`config.mk`:
```
export PLATFORM = sky130hd
export DESIGN_NAME = riscv_nn_instr_l0_buffer_flat
export DESIGN_NICKNAME = d
export VERILOG_FILES = /design/src/rtl/riscv_nn_instr_l0_buffer_if.sv /design/src/rtl/riscv_nn_instr_l0_buffer.sv /design/src/flat_wrapper.sv
export SDC_FILE = /design/constraint.sdc
export NUM_CORES = 1
export LEC_CHECK = 0
export ABC_AREA = 1
export BUFFER_PORTS_ARGS = -buffer_cell sky130_fd_sc_hd__buf_2
export CORE_UTILIZATION = 40
export DETAILED_ROUTE_END_ITERATION = 16
export GPL_TIMING_DRIVEN = 0
export PLACE_DENSITY_LB_ADDON = 0.25
export SETUP_SLACK_MARGIN = 0.3
export SKIP_CTS_REPAIR_TIMING = 1
export SYNTH_ARGS = -nofsm -noshare
export SYNTH_HDL_FRONTEND = slang
export SYNTH_SLANG_ARGS = --single-unit
```
`constraint.sdc`:
```
create_clock -name clk -period 4.4 [get_ports clk]
set_input_delay 0.22 -clock clk [delete_from_list [all_inputs] [get_ports clk]]
set_output_delay 0.22 -clock clk [all_outputs]
set_load 0.1 [all_outputs]
```
`src/rtl/riscv_nn_instr_l0_buffer_if.sv`:
```
// rtl/riscv_nn_instr_l0_buffer_if.sv - fetch-side and memory-side handshake bundle of the L0 instruction buffer
interface riscv_nn_instr_l0_buffer_if;
  logic        instr_req_i;
  logic [31:0] instr_addr_i;
  logic        instr_gnt_o;
  logic        instr_rvalid_o;
  logic [31:0] instr_rdata_o;
  logic        mem_req_o;
  logic [31:0] mem_addr_o;
  logic        mem_gnt_i;
  logic        mem_rvalid_i;
  logic [31:0] mem_rdata_i;

  // slave: the buffer itself; master: prefetcher plus instruction memory around it
  modport slave (
    input  instr_req_i, instr_addr_i,
    output instr_gnt_o, instr_rvalid_o, instr_rdata_o,
    output mem_req_o, mem_addr_o,
    input  mem_gnt_i, mem_rvalid_i, mem_rdata_i
  );

  modport master (
    output instr_req_i, instr_addr_i,
    input  instr_gnt_o, instr_rvalid_o, instr_rdata_o,
    input  mem_req_o, mem_addr_o,
    output mem_gnt_i, mem_rvalid_i, mem_rdata_i
  );
endinterface

```
`src/rtl/riscv_nn_instr_l0_buffer.sv`:
```
// rtl/riscv_nn_instr_l0_buffer.sv - single-line L0 instruction buffer with linear line refill
// NN_L0_PERF_CNT_EN adds hit_cnt_o / miss_cnt_o counters.
module riscv_nn_instr_l0_buffer #(
  parameter int LINE_WORDS = 4
) (
  input  logic                      clk,
  input  logic                      rst,
  input  logic                      flush_i,
  riscv_nn_instr_l0_buffer_if.slave bus,
  output logic                      busy_o
`ifdef NN_L0_PERF_CNT_EN
  ,
  output logic [31:0]               hit_cnt_o,
  output logic [31:0]               miss_cnt_o
`endif
);

  localparam int IDXW = $clog2(LINE_WORDS);
  localparam int OFF  = IDXW + 2;
  localparam int CW   = IDXW + 1;
  localparam int TAGW = 32 - OFF;

  typedef enum logic [1:0] {
    IDLE   = 2'd0,
    REFILL = 2'd1,
    RESP   = 2'd2
  } state_e;

  state_e          state_q, state_d;
  logic [31:0]     line_q [LINE_WORDS];
  logic [TAGW-1:0] tag_q;
  logic [IDXW-1:0] idx_q;
  logic            line_valid_q;
  logic            flush_pend_q;
  logic [CW-1:0]   issue_cnt_q;
  logic [CW-1:0]   rx_cnt_q;
  logic            rvalid_q;
  logic [31:0]     rdata_q;

  logic            gnt;
  logic            mem_req;
  logic [31:0]     mem_addr;
  logic [TAGW-1:0] req_tag;
  logic [IDXW-1:0] req_idx;
  logic            hit;
  logic            rx_fire;
  logic            last_rx;
  logic            unused_addr_bits;

  assign req_tag          = bus.instr_addr_i[31:OFF];
  assign req_idx          = bus.instr_addr_i[OFF-1:2];
  assign unused_addr_bits = ^bus.instr_addr_i[1:0];

  assign hit     = line_valid_q && (req_tag == tag_q) && !flush_i;
  assign rx_fire = (state_q == REFILL) && bus.mem_rvalid_i;
  assign last_rx = rx_fire && (rx_cnt_q == CW'(LINE_WORDS - 1));

  always_ff @(posedge clk or posedge rst) begin
    if (rst) begin
      state_q <= IDLE;
    end else begin
      state_q <= state_d;
    end
  end

  always_comb begin
    state_d  = state_q;
    gnt      = 1'b0;
    mem_req  = 1'b0;
    mem_addr = 32'd0;
    case (state_q)
      IDLE: begin
        gnt = bus.instr_req_i;
        if (bus.instr_req_i && !hit) begin
          state_d = REFILL;
        end
      end
      REFILL: begin
        mem_req = (issue_cnt_q != CW'(LINE_WORDS));
        if (mem_req) begin
          mem_addr = {tag_q, issue_cnt_q[IDXW-1:0], 2'b00};
        end
        if (last_rx) begin
          state_d = RESP;
        end
      end
      RESP: begin
        state_d = IDLE;
      end
      default: begin
        state_d = IDLE;
      end
    endcase
  end

  always_ff @(posedge clk or posedge rst) begin
    if (rst) begin
      tag_q        <= '0;
      idx_q        <= '0;
      line_valid_q <= 1'b0;
      flush_pend_q <= 1'b0;
      issue_cnt_q  <= '0;
      rx_cnt_q     <= '0;
      rvalid_q     <= 1'b0;
      rdata_q      <= 32'd0;
    end else begin
      rvalid_q <= 1'b0;
      case (state_q)
        IDLE: begin
          if (flush_i) begin
            line_valid_q <= 1'b0;
          end
          if (bus.instr_req_i) begin
            if (hit) begin
              rdata_q  <= line_q[req_idx];
              rvalid_q <= 1'b1;
            end else begin
              tag_q        <= req_tag;
              idx_q        <= req_idx;
              line_valid_q <= 1'b0;
              issue_cnt_q  <= '0;
              rx_cnt_q     <= '0;
            end
          end
        end
        REFILL: begin
          if (flush_i) begin
            flush_pend_q <= 1'b1;
          end
          if (mem_req && bus.mem_gnt_i) begin
            issue_cnt_q <= issue_cnt_q + CW'(1);
          end
          if (rx_fire) begin
            rx_cnt_q <= rx_cnt_q + CW'(1);
          end
          // The requested word may be the one arriving this very cycle.
          if (last_rx) begin
            line_valid_q <= !flush_pend_q && !flush_i;
            flush_pend_q <= 1'b0;
            rvalid_q     <= 1'b1;
            rdata_q      <= (idx_q == IDXW'(LINE_WORDS - 1)) ? bus.mem_rdata_i : line_q[idx_q];
          end
        end
        RESP: begin
          if (flush_i) begin
            line_valid_q <= 1'b0;
          end
        end
        default: begin
          line_valid_q <= 1'b0;
        end
      endcase
    end
  end

  // Line storage needs no reset: line_valid_q guards every read.
  always_ff @(posedge clk) begin
    if (rx_fire) begin
      line_q[rx_cnt_q[IDXW-1:0]] <= bus.mem_rdata_i;
    end
  end

  assign bus.instr_gnt_o    = gnt;
  assign bus.instr_rvalid_o = rvalid_q;
  assign bus.instr_rdata_o  = rdata_q;
  assign bus.mem_req_o      = mem_req;
  assign bus.mem_addr_o     = mem_addr;
  assign busy_o             = (state_q != IDLE) || rvalid_q;

`ifdef NN_L0_PERF_CNT_EN
  always_ff @(posedge clk or posedge rst) begin
    if (rst) begin
      hit_cnt_o  <= 32'd0;
      miss_cnt_o <= 32'd0;
    end else if (state_q == IDLE && bus.instr_req_i) begin
      if (hit) begin
        hit_cnt_o <= hit_cnt_o + 32'd1;
      end else begin
        miss_cnt_o <= miss_cnt_o + 32'd1;
      end
    end
  end
`endif

endmodule

```
`src/flat_wrapper.sv`:
```
// flat-port wrapper written by rule: the top's interface ports become plain ports
module riscv_nn_instr_l0_buffer_flat 
#(
  parameter int LINE_WORDS = 4
)
  (clk, rst, flush_i, busy_o, bus_instr_req_i, bus_instr_addr_i, bus_instr_gnt_o, bus_instr_rvalid_o, bus_instr_rdata_o, bus_mem_req_o, bus_mem_addr_o, bus_mem_gnt_i, bus_mem_rvalid_i, bus_mem_rdata_i);
  riscv_nn_instr_l0_buffer_if bus_i ();
  input  logic clk;
  input  logic rst;
  input  logic flush_i;
  output logic busy_o;
  input wire logic [$bits(bus_i.instr_req_i)-1:0] bus_instr_req_i;
  input wire logic [$bits(bus_i.instr_addr_i)-1:0] bus_instr_addr_i;
  output wire logic [$bits(bus_i.instr_gnt_o)-1:0] bus_instr_gnt_o;
  output wire logic [$bits(bus_i.instr_rvalid_o)-1:0] bus_instr_rvalid_o;
  output wire logic [$bits(bus_i.instr_rdata_o)-1:0] bus_instr_rdata_o;
  output wire logic [$bits(bus_i.mem_req_o)-1:0] bus_mem_req_o;
  output wire logic [$bits(bus_i.mem_addr_o)-1:0] bus_mem_addr_o;
  input wire logic [$bits(bus_i.mem_gnt_i)-1:0] bus_mem_gnt_i;
  input wire logic [$bits(bus_i.mem_rvalid_i)-1:0] bus_mem_rvalid_i;
  input wire logic [$bits(bus_i.mem_rdata_i)-1:0] bus_mem_rdata_i;
  assign bus_i.instr_req_i = bus_instr_req_i;
  assign bus_i.instr_addr_i = bus_instr_addr_i;
  assign bus_instr_gnt_o = bus_i.instr_gnt_o;
  assign bus_instr_rvalid_o = bus_i.instr_rvalid_o;
  assign bus_instr_rdata_o = bus_i.instr_rdata_o;
  assign bus_mem_req_o = bus_i.mem_req_o;
  assign bus_mem_addr_o = bus_i.mem_addr_o;
  assign bus_i.mem_gnt_i = bus_mem_gnt_i;
  assign bus_i.mem_rvalid_i = bus_mem_rvalid_i;
  assign bus_i.mem_rdata_i = bus_mem_rdata_i;
  riscv_nn_instr_l0_buffer #(.LINE_WORDS(LINE_WORDS)) u_core (.clk(clk), .rst(rst), .flush_i(flush_i), .bus(bus_i), .busy_o(busy_o));
endmodule
```
==> impl_metrics.env, run 1 <==
export IMPL_powerDensity_mw_per_mm2=762
export IMPL_peakVddDrop_uv=657
export IMPL_synth_top_cells_by_area="sky130_fd_sc_hd__edfxtp_1 (39%), sky130_fd_sc_hd__dfrtp_1 (19%), sky130_fd_sc_hd__nand2_1 (11%)"
export IMPL_clock_tree_root_cell="sky130_fd_sc_hd__clkbuf_16"
export IMPL_fmax_mhz=317
export IMPL_post_drt_via_cell_ratio=5.13
export IMPL_critPathLaunchType="flip-flop"
export IMPL_layout_drive_gt1_share=0.150
export IMPL_fin_total_pwr_mw=9.21
export IMPL_num_rows=57
export IMPL_syn_area_mm2=0.00983
export IMPL_switching_part_of_the_total_power=0.515
export IMPL_synth_async_sr_flop_share=0.363
export IMPL_synth_seq_area_share=0.577
export IMPL_hold_path_depth=3
export IMPL_die_area_mm2=0.0252
export IMPL_ios=138
export IMPL_global_route_wire_length_before_repair_um=43800
export IMPL_detail_route_wirelength_um=27700
export IMPL_cts_path_max_buffers=3
export IMPL_count_of_buffers_inserted_at_the_top_level_ports=132
export IMPL_worstReg2RegStart="u_core.state_q[1]$_DFFE_PP0P_"
export IMPL_synthDominantAreaCellType="sky130_fd_sc_hd__edfxtp_1"
export IMPL_via_count=8489
export IMPL_timing_max_transition_violations_final=0
export IMPL_timing_critical_path_max_delay_family="buffers and inverters"
export IMPL_worst_r2r_cell_count=4
export IMPL_groute_usage_overall=0.220
export IMPL_detail_route_first_pass_iterations=7
export IMPL_worstPathCellList="nor2_2 > clkinv_1 > clkbuf_1 > buf_1 > nor2_1 > buf_2"
export IMPL_synth_ff_type="sky130_fd_sc_hd__edfxtp_1"
export IMPL_insertion_delay_ps=520
export IMPL_p_sw_mw=4.74
export IMPL_grt_antenna_before_repair=1
export IMPL_worstSetupEndpointType="output pin"
export IMPL_hpwlAfterDp_um=18400
export IMPL_violations_in_the_final_reports="hold timing"
export IMPL_reg2reg_setup_slack_ps=2000
export IMPL_timing_hold_worst_endpoint="u_core.tag_q[19]$_DFFE_PP0P_"
export IMPL_crit_required_ps=4180
export IMPL_overflow=0
export IMPL_grt_setup_unrepaired="false"
export IMPL_critPathMaxFanout=10
export IMPL_clockPowerShare=0.190
export IMPL_design_core_area_mm2=0.0242
export IMPL_worstHoldStart="bus_instr_addr_i[23]"
export IMPL_total_leakage_power_nw=5.38
export IMPL_post_route_period_util=0.717
export IMPL_hold_path_class="in2reg"
export IMPL_synth_area_per_cell_um2=8.82
export IMPL_synthToLayoutAreaGrowth_pct=23.0
export IMPL_post_synth_num_cell_types=27
export IMPL_outcome="finished with violations"
export IMPL_worstSetupPathType="reg2out"
export IMPL_post_synth_inst_count=1114
export IMPL_cell_internal_pwr_mw=4.47
export IMPL_number_of_global_route_vias_before_repair=8281
export IMPL_detail_route_wl_per_cell_um=16.8
export IMPL_slew_limit_headroom=0.566
export IMPL_die_height_um=159
export IMPL_grt_start_max_net_pins=45
export IMPL_tightestPinTransition_ps=650
export IMPL_synth_largest_type_area_fraction=0.391
export IMPL_floorplan_initialDensity=0.407
export IMPL_netlist_top_cells_count="sky130_fd_sc_hd__nand2_1 (290), sky130_fd_sc_hd__edfxtp_1 (128), sky130_fd_sc_hd__nand3_1 (122)"
export IMPL_postRouteAntennaNets=0
export IMPL_cts_tree="built"
export IMPL_finalWorstPathRequiredPeriod_ps=3160
export IMPL_num_nets_final=1389
export IMPL_numClockSinks=201
export IMPL_die_width_um=159
export IMPL_arrival_time_at_the_worst_endpoint_ps=2940
export IMPL_cap_viol_max_count=0
export IMPL_totalNegativeSetupSlack_ps=0
export IMPL_critical_path_max_stage_delay_ps=440
export IMPL_post_synthesis_sequential_element_count=201
export IMPL_setup_viol=0
export IMPL_combPwrFrac=0.508
export IMPL_place_gp_congestion=0.819
export IMPL_tritoncts_num_buffers=23
export IMPL_drc_marker_count_from_the_first_detailed_route_iteration=682
export IMPL_power_frac_seq=0.302
export IMPL_hold_worst_slack_ps=-28.6
export IMPL_synth_edf_count=128
export IMPL_drc_violations_left=0
export IMPL_timing_hold_violations_final=7
export IMPL_finalClockSkew_ps=20.1
export IMPL_timing_rr_end="u_core.line_q[2][3]$_DFFE_PP_"
export IMPL_cts_h_tree_lvls=1
export IMPL_slowest_cp_cell="sky130_fd_sc_hd__nor2_2"
export IMPL_yosysWarningCount=0
export IMPL_clk_pin_slew_worst_paths_ps=60
export IMPL_crit_buf_inv=4
export IMPL_most_common_cell_in_the_netlist="sky130_fd_sc_hd__nand2_1"
==> routing by layer <==
metal,vias up,wire length [um],global-route usage
met5,-,0,0
met4,0,806,0.0922
met3,48,1710,0.0353
met2,311,13000,0.354
met1,4001,12200,0.293
li1,4129,-,-
==> flip-flops by register name, summed over array words and instances, names as in the netlist <==
| name | count |
|---|---|
| u_core.line_q | 128 |
| u_core.bus.instr_rdata_o | 32 |
| u_core.tag_q | 28 |
| u_core.issue_cnt_q | 3 |
| u_core.rx_cnt_q | 3 |
| u_core.idx_q | 2 |
| u_core.state_q | 2 |
| u_core.bus.instr_rvalid_o | 1 |
| u_core.flush_pend_q | 1 |
| u_core.line_valid_q | 1 |
==> cell families (layout without fill, tap and decap cells) <==
kind of cell    count (synthesis)  after routing  share of synthesized area
xor+xnor                       18             18                     0.0160
buf+inv                       159            373                     0.0659
compound gates                212            212                      0.116
other cells                     1              3                   0.000382
simple gates                  516            516                      0.216
flops                         201            201                      0.577
fa+ha+maj                       7              7                    0.00891
==> how the worst max path moves through the flow <==
stage	slack, ps	cells after the start	from	endpoint
after global placement	260	3	u_core.state_q[1]$_DFFE_PP0P_	u_core.line_q[1][27]$_DFFE_PP_
after floorplan	1670	5	u_core.state_q[1]$_DFFE_PP0P_	bus_mem_addr_o[11]
after CTS	1200	6	u_core.state_q[1]$_DFFE_PP0P_	bus_mem_addr_o[30]
after detailed placement	1740	6	u_core.state_q[1]$_DFFE_PP0P_	bus_mem_addr_o[30]
final	1240	6	u_core.state_q[1]$_DFFE_PP0P_	bus_mem_addr_o[30]
after global routing	1000	6	u_core.state_q[1]$_DFFE_PP0P_	bus_mem_addr_o[8]
==> through the flow <==
step / util / hold slack (ps) / instances / setup WS, ps / instance area (um2)
floorplan: - / 319 / 1115 / 1670 / 9830
global route: 0.500 / 14.4 / 1654 / 998 / 12100
CTS: 0.486 / -276 / 1618 / 1200 / 11700
global placement: 0.451 / 451 / 1571 / 263 / 10900
finish: 0.500 / -28.6 / 1654 / 1240 / 12100
detailed placement: 0.457 / 258 / 1576 / 1740 / 11100
==> power by group through the flow <==
stage | logic (mW) | registers, mW | clock network (mW)
floorplan | 2.73 | 3.68 | 0
global placement | 4.53 | 2.82 | 0
detailed placement | 4.65 | 2.81 | 0
CTS | 4.67 | 2.78 | 1.78
global route | 5.02 | 2.84 | 1.86
finish | 4.68 | 2.78 | 1.75
==> cells in the final DEF, fill, tap and decap left out, types with 3 or more instances in the layout <==
cell type,instances
sky130_fd_sc_hd__buf_6,5
sky130_fd_sc_hd__nand2_2,3
sky130_fd_sc_hd__buf_16,3
sky130_fd_sc_hd__clkinv_2,7
sky130_fd_sc_hd__nor2_4,5
sky130_fd_sc_hd__buf_1,16
sky130_fd_sc_hd__ha_1,7
sky130_fd_sc_hd__nand2_1,290
sky130_fd_sc_hd__edfxtp_1,128
sky130_fd_sc_hd__clkbuf_1,42
sky130_fd_sc_hd__a21oi_1,65
sky130_fd_sc_hd__inv_2,5
sky130_fd_sc_hd__clkbuf_16,23
sky130_fd_sc_hd__o21ai_0,114
sky130_fd_sc_hd__xnor2_1,13
sky130_fd_sc_hd__dfrtp_1,73
sky130_fd_sc_hd__nand3_1,122
sky130_fd_sc_hd__clkinv_1,4
sky130_fd_sc_hd__dlygate4sd3_1,35
sky130_fd_sc_hd__o31ai_1,32
sky130_fd_sc_hd__xor2_1,5
sky130_fd_sc_hd__buf_2,137
sky130_fd_sc_hd__nor2_1,92
sky130_fd_sc_hd__inv_1,87
==> layout make-up <==
type / count / area (um2)
Clock buffer: 30 / 622
Multi-Input combinational cell: 755 / 3540
Tap cell: 324 / 405
Antenna cell: 1 / 2.50
Buffer: 65 / 295
Timing Repair Buffer: 172 / 1130
Sequential cell: 201 / 5670
Clock inverter: 12 / 62.6
Fill cell: 2260 / 12100
Inverter: 94 / 355
==> worst register-to-register path, stage by stage, from the launching register on <==
cell	delay, ps
sky130_fd_sc_hd__dfrtp_1	400
sky130_fd_sc_hd__nor2_2	440
sky130_fd_sc_hd__nand2_1	390
sky130_fd_sc_hd__nor2_4	620
sky130_fd_sc_hd__buf_16	250
No activity file was read; power rests on OpenSTA's default activity.
==> run 2, diff against run 1 <==
==> constraint.sdc (replaced) <==
create_clock -name clk -period 2.57 [get_ports clk]
set_input_delay 0.1285 -clock clk [delete_from_list [all_inputs] [get_ports clk]]
set_output_delay 0.1285 -clock clk [all_outputs]
set_load 0.1 [all_outputs]
==> impl_metrics.env, run 2 (synthesis gave the netlist of run 1 again) <==
export IMPL_outcome="completed"
export IMPL_cts_tree="built"
export IMPL_critPathLaunchType="flip-flop"
export IMPL_worstReg2RegStart="u_core.state_q[0]$_DFFE_PP0P_"
export IMPL_layout_commonest_cell="sky130_fd_sc_hd__nand2_1"
export IMPL_worstHoldStart="bus_mem_gnt_i"
export IMPL_synthToLayoutAreaGrowth_pct=29.5
export IMPL_power_frac_seq=0.288
export IMPL_finalClockSkew_ps=9.95
export IMPL_number_of_global_route_vias_before_repair=7944
export IMPL_clk_pin_slew_worst_paths_ps=60
export IMPL_cap_viol_max_count=0
export IMPL_count_of_buffers_inserted_at_the_top_level_ports=132
export IMPL_crit_required_ps=2440
export IMPL_numClockSinks=201
export IMPL_reg2reg_setup_slack_ps=400
export IMPL_p_sw_mw=8.27
export IMPL_global_route_wire_length_before_repair_um=43300
export IMPL_design_core_area_mm2=0.0242
export IMPL_die_width_um=159
export IMPL_tightestPinTransition_ps=664
export IMPL_n_fill_cell=2183
export IMPL_detail_route_wl_per_cell_um=16.8
export IMPL_worst_r2r_cell_count=6
export IMPL_worstSetupEndpointType="output pin"
export IMPL_timing_hold_worst_endpoint="u_core.issue_cnt_q[0]$_DFFE_PP0P_"
export IMPL_worstSetupPathType="reg2out"
export IMPL_via_count=8622
export IMPL_combPwrFrac=0.513
export IMPL_insertion_delay_ps=510
export IMPL_total_leakage_power_nw=5.61
export IMPL_detail_route_first_pass_iterations=5
export IMPL_num_nets_final=1422
export IMPL_finalWorstPathRequiredPeriod_ps=2240
export IMPL_post_route_period_util=0.871
export IMPL_cts_path_max_buffers=3
export IMPL_grt_antenna_before_repair=0
export IMPL_timing_rr_end="u_core.line_q[0][21]$_DFFE_PP_"
export IMPL_grt_start_max_net_pins=57
export IMPL_timing_hold_violations_final=0
export IMPL_num_rows=57
export IMPL_cts_h_tree_lvls=1
export IMPL_hold_path_depth=5
export IMPL_arrival_time_at_the_worst_endpoint_ps=2110
export IMPL_tritoncts_num_buffers=23
export IMPL_final_cell_count_no_fill=1686
export IMPL_largest_register_ffs=128
export IMPL_die_height_um=159
export IMPL_powerDensity_mw_per_mm2=1300
export IMPL_totalNegativeSetupSlack_ps=0
export IMPL_setup_viol=0
export IMPL_clock_tree_root_cell="sky130_fd_sc_hd__clkbuf_16"
export IMPL_switching_part_of_the_total_power=0.499
export IMPL_die_area_mm2=0.0252
export IMPL_grt_setup_unrepaired="true"
export IMPL_peakVddDrop_uv=1020
export IMPL_place_gp_congestion=0.869
export IMPL_area_of_combinational_cells_with_multiple_inputs_mm2=0.00361
export IMPL_layout_drive_gt1_share=0.175
export IMPL_hpwlAfterDp_um=18600
export IMPL_detail_route_wirelength_um=28300
export IMPL_critPathMaxFanout=10
export IMPL_overflow=0
export IMPL_drc_violations_left=0
export IMPL_slew_limit_headroom=0.557
export IMPL_cell_internal_pwr_mw=8.29
export IMPL_layout_cells_most_common_list="sky130_fd_sc_hd__nand2_1 (288), sky130_fd_sc_hd__edfxtp_1 (128), sky130_fd_sc_hd__nand3_1 (122), sky130_fd_sc_hd__buf_2 (116), sky130_fd_sc_hd__o21ai_0 (114)"
export IMPL_drc_marker_count_from_the_first_detailed_route_iteration=726
export IMPL_postRouteAntennaNets=0
export IMPL_ios=138
export IMPL_place_inst=1576
export IMPL_groute_usage_overall=0.216
export IMPL_post_drt_via_cell_ratio=5.11
export IMPL_antenna_diode_count=0
export IMPL_register_area_mm2=0.00567
export IMPL_clockPowerShare=0.200
export IMPL_floorplan_initialDensity=0.407
export IMPL_hold_path_class="in2reg"
export IMPL_timing_max_transition_violations_final=0
export IMPL_critPathLaunch="u_core.state_q[0]$_DFFE_PP0P_"
export IMPL_fmax_mhz=446
run 2: cell types whose count changed in the layout (fill, tap and decap cells not counted), sizes merged, moves of 2 or more:
cell	before	now
bufinv	0	3
clkbuf	67	62
clkinvlp	1	3
dlygate4sd3	35	62
clkinv	11	9
buf	165	172
run 2: power groups by stage:
| stage | Sequential, mW | Clock, mW | Combinational [mW] |
|---|---|---|---|
| floorplan | 6.30 | 0 | 4.77 |
| global placement | 4.81 | 0 | 7.85 |
| detailed placement | 4.82 | 0 | 8.04 |
| CTS | 4.76 | 3.37 | 8.06 |
| global route | 4.85 | 3.48 | 9.06 |
| finish | 4.76 | 3.31 | 8.50 |
run 2: layer usage:
layer	routed length, um	global-route usage	up-vias
met5	0	0	-
met4	470	0.0556	0
met3	1750	0.0272	33
met2	13900	0.366	345
met1	12100	0.293	4057
li1	-	-	4187
run 2: final cells by class:
cell class / instances / share of cell area
inverters: 94 / 0.0282
clock inverters: 16 / 0.0133
plain buffers: 65 / 0.0246
multi-input cells: 755 / 0.283
clock buffers: 26 / 0.0469
repair buffers: 205 / 0.126
well taps: 324 / 0.0319
flip-flops and latches: 201 / 0.446
run 2: worst max path at each step:
stage	cells after the start	slack, ps	end
after floorplan	5	-70	bus_mem_addr_o[11]
after global placement	2	-630	u_core.bus.instr_rdata_o[24]$_DFFE_PP0P_
after detailed placement	6	-40	bus_mem_addr_o[29]
after CTS	6	-590	bus_mem_addr_o[29]
after global routing	7	210	bus_mem_addr_o[29]
final	7	330	bus_mem_addr_o[27]
run 2: through the flow:
stage	power (mW)	hold slack (ps)	area, um2	util	setup WS, ps
floorplan	11.1	227	9890	-	-71.3
global placement	12.7	359	11000	0.453	-628
detailed placement	12.9	96.1	11100	0.459	-43.2
CTS	16.2	-441	11900	0.491	-587
global route	17.4	92.6	12700	0.526	206
finish	16.6	47.6	12700	0.526	330
run 2: critical path, cell delays in order (launching register included):
cell	delay, ps
sky130_fd_sc_hd__dfrtp_1	380
sky130_fd_sc_hd__inv_1	90
sky130_fd_sc_hd__nor2_4	170
sky130_fd_sc_hd__clkinvlp_4	130
sky130_fd_sc_hd__buf_4	200
sky130_fd_sc_hd__clkbuf_2	200
sky130_fd_sc_hd__nor2_1	170
sky130_fd_sc_hd__buf_6	250
==> run 3, diff against run 2 <==
--- a/config.mk
+++ b/config.mk
@@ -7,10 +7,10 @@
 export LEC_CHECK = 0
 export ABC_AREA = 1
 export BUFFER_PORTS_ARGS = -buffer_cell sky130_fd_sc_hd__buf_2
-export CORE_UTILIZATION = 40
+export CORE_UTILIZATION = 52
 export DETAILED_ROUTE_END_ITERATION = 16
 export GPL_TIMING_DRIVEN = 0
-export PLACE_DENSITY_LB_ADDON = 0.25
+export PLACE_DENSITY = 0.76
 export SETUP_SLACK_MARGIN = 0.3
 export SKIP_CTS_REPAIR_TIMING = 1
 export SYNTH_ARGS = -nofsm -noshare
==> impl_metrics.env, run 3 (synthesis gave the netlist of run 1 again) <==
export IMPL_slew_limit_headroom=0.572
export IMPL_antenna_diode_count=0
export IMPL_ios=138
export IMPL_timing_critical_path_max_delay_family="buffers and inverters"
export IMPL_insertion_delay_ps=520
export IMPL_cp_num_cells=7
export IMPL_worst_r2r_cell_count=9
export IMPL_grt_most_used_layer="met2"
export IMPL_tightestPinTransition_ps=643
export IMPL_grt_use_met2=0.447
export IMPL_powerDensity_mw_per_mm2=1330
export IMPL_layout_drive_gt1_share=0.173
export IMPL_floorplan_initialDensity=0.538
export IMPL_critPathMaxFanout=10
export IMPL_cap_viol_max_count=0
export IMPL_drc_violations_left=0
export IMPL_arrival_time_at_the_worst_endpoint_ps=2170
export IMPL_layout_commonest_cell="sky130_fd_sc_hd__nand2_1"
export IMPL_post_drt_via_cell_ratio=5.54
export IMPL_finalWorstPathRequiredPeriod_ps=2300
export IMPL_die_height_um=139
export IMPL_clk_pin_slew_worst_paths_ps=60
export IMPL_drc_marker_count_from_the_first_detailed_route_iteration=1016
export IMPL_total_leakage_power_nw=5.60
export IMPL_number_of_global_route_vias_before_repair=8059
export IMPL_groute_layer_met3_usage=0.0330
export IMPL_reg2reg_setup_slack_ps=330
export IMPL_place_gp_congestion=0.839
export IMPL_groute_usage_overall=0.271
export IMPL_design_core_area_mm2=0.0183
export IMPL_critPathLaunchType="flip-flop"
export IMPL_num_rows=49
export IMPL_clock_tree_root_cell="sky130_fd_sc_hd__clkbuf_16"
export IMPL_grt_antenna_before_repair=0
export IMPL_numClockSinks=201
export IMPL_fmax_mhz=436
export IMPL_hpwlAfterDp_um=17700
export IMPL_overflow=0
export IMPL_critical_path_max_stage_delay_ps=380
export IMPL_tritoncts_num_buffers=22
export IMPL_cts_tree="built"
export IMPL_crit_required_ps=2440
export IMPL_postRouteAntennaNets=0
export IMPL_detail_route_first_pass_iterations=6
export IMPL_peakVddDrop_uv=818
export IMPL_slowest_cp_cell="sky130_fd_sc_hd__dfrtp_1"
export IMPL_hold_path_class="in2reg"
export IMPL_post_route_period_util=0.893
export IMPL_die_width_um=139
export IMPL_timing_max_transition_violations_final=0
export IMPL_grt_setup_unrepaired="true"
export IMPL_cts_path_max_buffers=3
export IMPL_synthToLayoutAreaGrowth_pct=27.9
export IMPL_worstSetupEndpointType="output pin"
export IMPL_via_count=8802
export IMPL_largest_register_ffs=128
export IMPL_setup_viol=0
export IMPL_layout_cells_most_common_list="sky130_fd_sc_hd__nand2_1 (288), sky130_fd_sc_hd__edfxtp_1 (128), sky130_fd_sc_hd__nand3_1 (122), sky130_fd_sc_hd__buf_2 (118), sky130_fd_sc_hd__o21ai_0 (114)"
export IMPL_outcome="completed"
export IMPL_hold_worst_slack_ps=40.3
export IMPL_global_route_wire_length_before_repair_um=41400
export IMPL_final_cell_count_no_fill=1589
export IMPL_grtUsageMet1=0.376
export IMPL_totalNegativeSetupSlack_ps=0
export IMPL_detail_route_wirelength_um=27700
export IMPL_count_of_buffers_inserted_at_the_top_level_ports=132
export IMPL_num_nets_final=1421
export IMPL_die_area_mm2=0.0195
export IMPL_detail_route_wl_per_cell_um=17.4
export IMPL_crit_buf_inv=5
export IMPL_cts_h_tree_lvls=1
export IMPL_hold_path_depth=5
export IMPL_timing_hold_violations_final=0
export IMPL_finalClockSkew_ps=19.2
export IMPL_place_inst=1481
export IMPL_utilization=0.688
export IMPL_worstSetupPathType="reg2out"
export IMPL_worstPathCellList="inv_1 > nor2_4 > clkinvlp_4 > clkbuf_4 > buf_2 > nor2_1 > buf_4"
export IMPL_grt_start_max_net_pins=66
## run 3: cell types whose count changed in the layout (fill, tap and decap cells not counted), moves of 2 or more
cell / previous run / this run
sky130_fd_sc_hd__buf_2: 116 / 118
sky130_fd_sc_hd__buf_4: 9 / 12
sky130_fd_sc_hd__buf_6: 25 / 21
sky130_fd_sc_hd__clkbuf_1: 34 / 36
sky130_fd_sc_hd__clkinv_2: 8 / 6
sky130_fd_sc_hd__clkinvlp_4: 3 / 1
## run 3: final timing paths
check	endpoint	startpoint
worst max-delay path	bus_mem_addr_o[30]	u_core.state_q[0]$_DFFE_PP0P_
worst min-delay path	u_core.issue_cnt_q[0]$_DFFE_PP0P_	bus_mem_gnt_i
worst max register to register	u_core.bus.instr_rdata_o[8]$_DFFE_PP0P_	u_core.state_q[0]$_DFFE_PP0P_
worst min register to register	u_core.rx_cnt_q[2]$_DFFE_PP0P_	u_core.rx_cnt_q[2]$_DFFE_PP0P_
max in group asynchronous	u_core.bus.instr_rdata_o[28]$_DFFE_PP0P_	rst
min in group asynchronous	u_core.bus.instr_rdata_o[8]$_DFFE_PP0P_	rst
## run 3: layer usage
metal	vias to the layer above	share of wire	routed length, um
li1	4179	-	-
met1	4125	0.41	11200
met2	456	0.48	13400
met3	42	0.091	2530
met4	0	0.019	522
met5	-	0	0
## run 3: through the flow
stage / worst slack, ps / instance area, um2 / power [mW]
after floorplan: -71.3 / 9890 / 11.1
after global placement: -523 / 10800 / 12.6
after CTS: -370 / 11700 / 16.1
after global routing: 183 / 12600 / 17.4
final: 275 / 12600 / 16.7
after detailed placement: 164 / 11000 / 12.8
## run 3: layout make-up
class                      instances  area [um2]
sequential                       201        5670
timing repair buffer             205        1580
tap                              229         287
inverter                          94         359
buffer                            65         308
multi-input combinational        755        3610
clock inverter                    13         179
fill                            1392        5690
clock buffer                      27         589
## run 3: power by group
group | internal [mW] | switching (mW)
Sequential | 4.30 | 0.498
Combinational | 2.00 | 6.55
Clock | 2.04 | 1.29
## run 3: worst min-delay path, delay by kind of cell
family        cells  cell delay, ps
buf+inv           1              70
simple gates      4             320
